--- config.mk ---
export PLATFORM = sky130hd
export DESIGN_NAME = seq_magnitude_compare_ctrl_flat
export DESIGN_NICKNAME = d
export VERILOG_FILES = /design/src/rtl/seq_magnitude_compare_ctrl_pkg.sv /design/src/rtl/seq_magnitude_compare_ctrl_if.sv /design/src/rtl/seq_magnitude_compare_ctrl_nibble.sv /design/src/rtl/seq_magnitude_compare_ctrl.sv /design/src/flat_wrapper.sv
export SDC_FILE = /design/constraint.sdc
export NUM_CORES = 1
export LEC_CHECK = 0
export ABC_AREA = 1
export BUFFER_PORTS_ARGS = -buffer_cell sky130_fd_sc_hd__clkbuf_2
export CAP_MARGIN = 25
export CORE_MARGIN = 2
export CORE_UTILIZATION = 52
export DETAILED_ROUTE_END_ITERATION = 6
export HOLD_SLACK_MARGIN = 0.02
export PLACE_DENSITY = 0.8
export SETUP_SLACK_MARGIN = 0.05
export SYNTH_ARGS = -nofsm -noshare
export SYNTH_HDL_FRONTEND = slang
export SYNTH_SLANG_ARGS = --single-unit
--- constraint.sdc ---
create_clock -name clk -period 2.7 [get_ports clk]
set_clock_uncertainty 0.05 [all_clocks]
set_input_delay 0.54 -clock clk [delete_from_list [all_inputs] [get_ports clk]]
set_output_delay 0.54 -clock clk [all_outputs]
set_load 0.02 [all_outputs]
--- src/rtl/seq_magnitude_compare_ctrl_pkg.sv ---
// Shared types for the slice-serial magnitude comparator: FSM states,
// slice width and the lt/gt/eq result bundle.
package seq_cmp_pkg;

  localparam int NIBBLE_W = 4;

  typedef enum logic [1:0] {IDLE, SCAN, DONE} seq_cmp_state_t;

  typedef struct packed {
    logic lt;
    logic gt;
    logic eq;
  } cmp_result_t;

  localparam cmp_result_t RES_NONE = '{lt: 1'b0, gt: 1'b0, eq: 1'b0};
  localparam cmp_result_t RES_EQ   = '{lt: 1'b0, gt: 1'b0, eq: 1'b1};

endpackage

--- src/rtl/seq_magnitude_compare_ctrl_if.sv ---
// Operand request / result response bundle of the sequential comparator.
// The master drives operands and out_ready; the slave answers with flags.
interface seq_magnitude_compare_ctrl_if #(
  parameter int N = 32
);

  logic         in_valid;
  logic         in_ready;
  logic [N-1:0] a;
  logic [N-1:0] b;
  logic         out_valid;
  logic         out_ready;
  logic         lt;
  logic         gt;
  logic         eq;
  logic         busy;

  modport master (
    output in_valid, a, b, out_ready,
    input  in_ready, out_valid, lt, gt, eq, busy
  );

  modport slave (
    input  in_valid, a, b, out_ready,
    output in_ready, out_valid, lt, gt, eq, busy
  );

endinterface

--- src/rtl/seq_magnitude_compare_ctrl_nibble.sv ---
// Combinational 4-bit unsigned compare slice; the sequencer reuses one
// instance for every slice of the wide operands.
module nibble_compare4
  import seq_cmp_pkg::*;
(
  input  logic [NIBBLE_W-1:0] a_i,
  input  logic [NIBBLE_W-1:0] b_i,
  output cmp_result_t         res_o
);

  always_comb begin
    res_o.lt = (a_i <  b_i);
    res_o.gt = (a_i >  b_i);
    res_o.eq = (a_i == b_i);
  end

endmodule

--- src/rtl/seq_magnitude_compare_ctrl.sv ---
// Sequential wide magnitude comparator: walks captured operands one nibble
// per clock from the MSB slice down and stops at the first unequal slice.
module seq_magnitude_compare_ctrl
  import seq_cmp_pkg::*;
#(
  parameter int N      = 32,
  parameter bit SIGNED = 1'b0
) (
  input  logic                         clk,
  input  logic                         rst,
  seq_magnitude_compare_ctrl_if.slave  bus
);

  localparam int SLICES = N / NIBBLE_W;
  localparam int IDX_W  = (SLICES > 1) ? $clog2(SLICES) : 1;
  localparam logic [IDX_W-1:0] IDX_TOP = IDX_W'(SLICES - 1);

  seq_cmp_state_t   state_q, state_d;
  logic [N-1:0]     a_q, b_q;
  logic [IDX_W-1:0] idx_q;
  cmp_result_t      res_q;
  cmp_result_t      slice_res;
  logic [NIBBLE_W-1:0] a_sl, b_sl;
  logic             accept;
  logic             last_slice;

  // Flipping the sign bit of both operands maps two's-complement order onto
  // unsigned order, so the same unsigned slice serves both modes.
  function automatic logic [N-1:0] bias_sign(input logic [N-1:0] v);
    logic [N-1:0] r;
    r = v;
    if (SIGNED) r[N-1] = ~v[N-1];
    return r;
  endfunction

  assign accept     = bus.in_valid && (state_q == IDLE);
  assign last_slice = (idx_q == '0);

  always_comb begin
    a_sl = '0;
    b_sl = '0;
    for (int i = 0; i < SLICES; i++) begin
      if (idx_q == IDX_W'(i)) begin
        a_sl = a_q[i*NIBBLE_W +: NIBBLE_W];
        b_sl = b_q[i*NIBBLE_W +: NIBBLE_W];
      end
    end
  end

  nibble_compare4 u_slice (
    .a_i   (a_sl),
    .b_i   (b_sl),
    .res_o (slice_res)
  );

  always_ff @(posedge clk or posedge rst) begin
    if (rst) state_q <= IDLE;
    else     state_q <= state_d;
  end

  always_comb begin
    state_d = state_q;
    unique case (state_q)
      IDLE: if (accept) state_d = SCAN;
      SCAN: if (!slice_res.eq || last_slice) state_d = DONE;
      DONE: if (bus.out_ready) state_d = IDLE;
      default: state_d = IDLE;
    endcase
  end

  always_comb begin
    bus.in_ready  = (state_q == IDLE);
    bus.busy      = (state_q == SCAN) || (state_q == DONE);
    bus.out_valid = (state_q == DONE);
    bus.lt        = res_q.lt;
    bus.gt        = res_q.gt;
    bus.eq        = res_q.eq;
  end

  // Operand copies are pure data; they are only read after an accept.
  always_ff @(posedge clk) begin
    if (accept) begin
      a_q <= bias_sign(bus.a);
      b_q <= bias_sign(bus.b);
    end
  end

  always_ff @(posedge clk or posedge rst) begin
    if (rst) begin
      idx_q <= '0;
      res_q <= RES_NONE;
    end else begin
      unique case (state_q)
        IDLE: begin
          if (accept) begin
            idx_q <= IDX_TOP;
            res_q <= RES_NONE;
          end
        end
        SCAN: begin
          if (!slice_res.eq)   res_q <= slice_res;
          else if (last_slice) res_q <= RES_EQ;
          else                 idx_q <= idx_q - 1'b1;
        end
        default: ;
      endcase
    end
  end

endmodule

--- src/flat_wrapper.sv ---
// flat-port wrapper written by rule: the top's interface ports become plain ports
module seq_magnitude_compare_ctrl_flat import seq_cmp_pkg::*;
#(
  parameter int N      = 32,
  parameter bit SIGNED = 1'b0
)
  (clk, rst, bus_in_valid, bus_a, bus_b, bus_out_ready, bus_in_ready, bus_out_valid, bus_lt, bus_gt, bus_eq, bus_busy);
  seq_magnitude_compare_ctrl_if #(.N(N)) bus_i ();
  input  logic clk;
  input  logic rst;
  input wire logic [$bits(bus_i.in_valid)-1:0] bus_in_valid;
  input wire logic [$bits(bus_i.a)-1:0] bus_a;
  input wire logic [$bits(bus_i.b)-1:0] bus_b;
  input wire logic [$bits(bus_i.out_ready)-1:0] bus_out_ready;
  output wire logic [$bits(bus_i.in_ready)-1:0] bus_in_ready;
  output wire logic [$bits(bus_i.out_valid)-1:0] bus_out_valid;
  output wire logic [$bits(bus_i.lt)-1:0] bus_lt;
  output wire logic [$bits(bus_i.gt)-1:0] bus_gt;
  output wire logic [$bits(bus_i.eq)-1:0] bus_eq;
  output wire logic [$bits(bus_i.busy)-1:0] bus_busy;
  assign bus_i.in_valid = bus_in_valid;
  assign bus_i.a = bus_a;
  assign bus_i.b = bus_b;
  assign bus_i.out_ready = bus_out_ready;
  assign bus_in_ready = bus_i.in_ready;
  assign bus_out_valid = bus_i.out_valid;
  assign bus_lt = bus_i.lt;
  assign bus_gt = bus_i.gt;
  assign bus_eq = bus_i.eq;
  assign bus_busy = bus_i.busy;
  seq_magnitude_compare_ctrl #(.N(N), .SIGNED(SIGNED)) u_core (.clk(clk), .rst(rst), .bus(bus_i));
endmodule
==> key figures <==
Floorplan
  • Chip Height: 83.9 microns
  • Site row count: 29
  • Initial Utilization: 53.1%
  • Die width: 83.9 microns
  • I/O pins: 74
  • Core region area: 6240 sq um
  • Die area: 7030 sq um

Worst setup path
  • Critical path buffers and inverters: 4
  • Crit path largest cell delay: 0.47 ns
  • CP Class: flip-flop to flip-flop
  • Worst setup EP type: flip-flop
  • Worst endpoint required time: 2.90 ns
  • Crit-path max FO: 8
  • Crit path max-delay family: compound AO/OA/AOI/OAI gates
  • Slowest cell on crit path: dfrtp_2
  • CP arrival: 2.92 ns
  • Most frequent cell on the critical path: nand2_1
  • CP Launch Type: flip-flop
  • CP Cell Sequence: buf_4 > ha_2 > nand2_4 > inv_4 > nand2_1 > nand2_1 > inv_1 > nand2_1 > nand2_1 > nand2_1 > nand2_1 > nand2_2 > ha_4 > nand2_4 > o21ai_2 > inv_2 > a211oi_4 > o21ai_1 > o21ai_1

Place
  • Hpwl dp: 4810 microns
  • IO Port Bufs: 73
  • RD Place Congestion: 0.822
  • Dpl cell area: 3820 sq um
  • Cells after DPL: 471

STA
  • Final worst-path cycle share: 101%
  • Fin. Hold Viols: 0
  • Final WS setup: -0.0190 ns
  • Max-slew violations: 0
  • RSZ-0062 raised after global routing: yes
  • Fmax: 368 MHz
  • Actual slew at the worst max-slew pin: 0.579 ns
  • Max-slew headroom: 61.1%
  • Tmin final: 2.72 ns
  • Final setup vio count: 1
  • Minimum hold slack: 0.0726 ns

Detailed routing
  • Initial DRC Count: 149
  • TritonRoute pass-1 iters: 5
  • Post-route ant nets: 0
  • Number of remaining DRC errors: 0
  • Drt wl/cell: 14.9 microns
  • Vias per cell: 5.08
  • Via count: 2555
  • WL final: 7510 microns

GRT
  • Largest net degree at the start of global routing: 28
  • Grt ovf: 0
  • First-pass GRT wire length: 10800 microns
  • Number of global-route vias before repair: 2413
  • Total track usage: 20.0%
  • Antenna violations before repair: 0

Yosys
  • Distinct cells, synth: 25
  • #FFs+latches synth: 72
  • Yosys Warn Count: 0
  • Syn_nets: 396
  • Post-Synthesis Cells: 316
  • Largest cells by area after synthesis: edfxtp_1, nand2_1, dfrtp_1
  • Cell Area, Synth: 3320 sq um
  • Main flop type after synthesis: edfxtp_1
  • Post-synth EDFFs: 64
  • Sequential share of the synthesized area: 64.0%
  • Post-synth top area share: 57.9%
  • Ys async rst share: 11.1%
  • Average cell area after synthesis: 10.5 sq um
  • Cell taking the most area after synthesis: edfxtp_1

Cells and area
  • Fin nets: 501
  • Finished Layout Cells: 503
  • Final core utilization: 71.5%
  • Layout cell share with drive strength beyond 1: 43.4%
  • Post-route cell area: 4460 sq um
  • Layout area overhead: 34.5%
  • Ant. Diodes: 0

Clock network
  • Clock Sinks: 72
  • Deepest clock path buffer count: 2
  • TritonCTS buffer count: 9
  • Clock Tree Root: clkbuf_8
  • Clock transition at path regs: 0.08 ns
  • H-tree depth: 3
  • CTS tree: built
  • Clock Latency Late Sink: 0.35 ns

Min path
  • HP Class: input pin to asynchronous set/reset pin

Job
  • Max cap viols: 0

Run status
  • Failing checks: setup timing
  • Status: finished with violations

Power and ir drop
  • Power Density: 1250 nW/um^2
  • Maximum vdd drop: 0.000777 V
  • Lkg Pwr: 0.00202 uW
-- cells in the final DEF (no fill, tap or decap), types with 9 or more instances in the layout --
cell | netlist | layout
nand3_2 | 0 | 10
nand2_1 | 91 | 74
buf_4 | 2 | 17
clkbuf_8 | 0 | 9
inv_1 | 37 | 29
nor2_1 | 34 | 27
nand3_1 | 23 | 13
edfxtp_1 | 64 | 64
nand2_2 | 1 | 14
clkbuf_2 | 0 | 73
-- power breakdown --
part           internal (uW)  switching [uW]  leakage, uW
Combinational           1280            1820      0.00122
Clock                    427             414    0.0000974
Sequential              1520             123     0.000699
-- cell usage after synthesis (all sizes together), types with 2 or more instances --
library cell / number
a211oi: 2
buf: 6
dfrtp: 8
ha: 12
edfxtp: 64
nor2: 35
a21oi: 6
nand3b: 4
or2: 11
o21ai: 12
nand2: 93
inv: 39
nand3: 23
-- worst reg2reg max path: stages, from the launching register on --
cell      delay (ns)
dfrtp_2         0.47
buf_4           0.16
ha_2            0.20
nand2_4         0.11
inv_4           0.07
nand2_1         0.07
nand2_1         0.05
inv_1           0.05
nand2_1         0.07
nand2_1         0.07
nand2_1         0.05
nand2_1         0.07
nand2_2         0.06
ha_4            0.29
nand2_4         0.07
o21ai_2         0.13
inv_2           0.07
a211oi_4        0.27
o21ai_1         0.12
o21ai_1         0.13
-- metal layers --
metal	wire length (microns)	vias up	global-route usage, %
met4	159	0	8.94
met3	463	16	4.55
li1	-	1244	-
met5	0	-	0
met2	3890	104	32.6
met1	2990	1191	25.6
-- logic make-up (layout without fill, tap and decap cells) --
logic type      after synthesis  count (layout)  share of synthesized area [%]
buf+inv                      45             154                           6.19
compound gates               20              20                           3.32
simple gates                166             167                           21.7
xor+xnor                      1               1                          0.264
fa+ha+maj                    12              12                           4.53
flops                        72              72                           64.0
-- flip-flops by register name, indices dropped and copies added (netlist names) --
register,flops
u_core.a_q,32
u_core.b_q,32
u_core.bus.eq,1
u_core.bus.gt,1
u_core.bus.lt,1
u_core.idx_q,3
u_core.state_q,2
-- final timing paths --
check,slack [ns],depth (start not counted),end,start
max,-0.02,19,u_core.idx_q[0],u_core.idx_q[0]
min,0.07,2,u_core.idx_q[1],rst
max reg2reg,-0.02,19,u_core.idx_q[0],u_core.idx_q[0]
min reg2reg,0.46,2,u_core.bus.gt,u_core.bus.gt
max in group asynchronous,2.26,2,u_core.idx_q[2],rst
min in group clk,0.31,1,u_core.a_q[24],bus_a[24]
-- repair_timing --
action / CTS / global route
setup buffers: 5 / 8
endpoints found under the setup margin: 8 / 8
pin swaps: 5 / 30
hold buffers: 0 / 0
resized for setup: 24 / 63
cloned: 2 / 1
-- layout make-up --
cell class	instances	area [sq um]
tap	77	96.3
fill	419	1780
timing repair buffer	98	594
timing repair inverter	1	7.51
sequential	72	2120
clock buffer	9	124
multi-input combinational	200	1280
inverter	39	163
clock inverter	7	68.8
-- metrics by stage --
stage	power, uW	setup TNS (ns)	setup WS, ns
CTS	4640	0	0.0487
floorplan	3070	0	0.120
global route	5920	-0.484	-0.147
global placement	3530	-0.166	-0.0356
finish	5590	-0.0190	-0.0190
detailed placement	3590	-0.735	-0.136
Note: power is estimated with default switching activity, not from simulation.
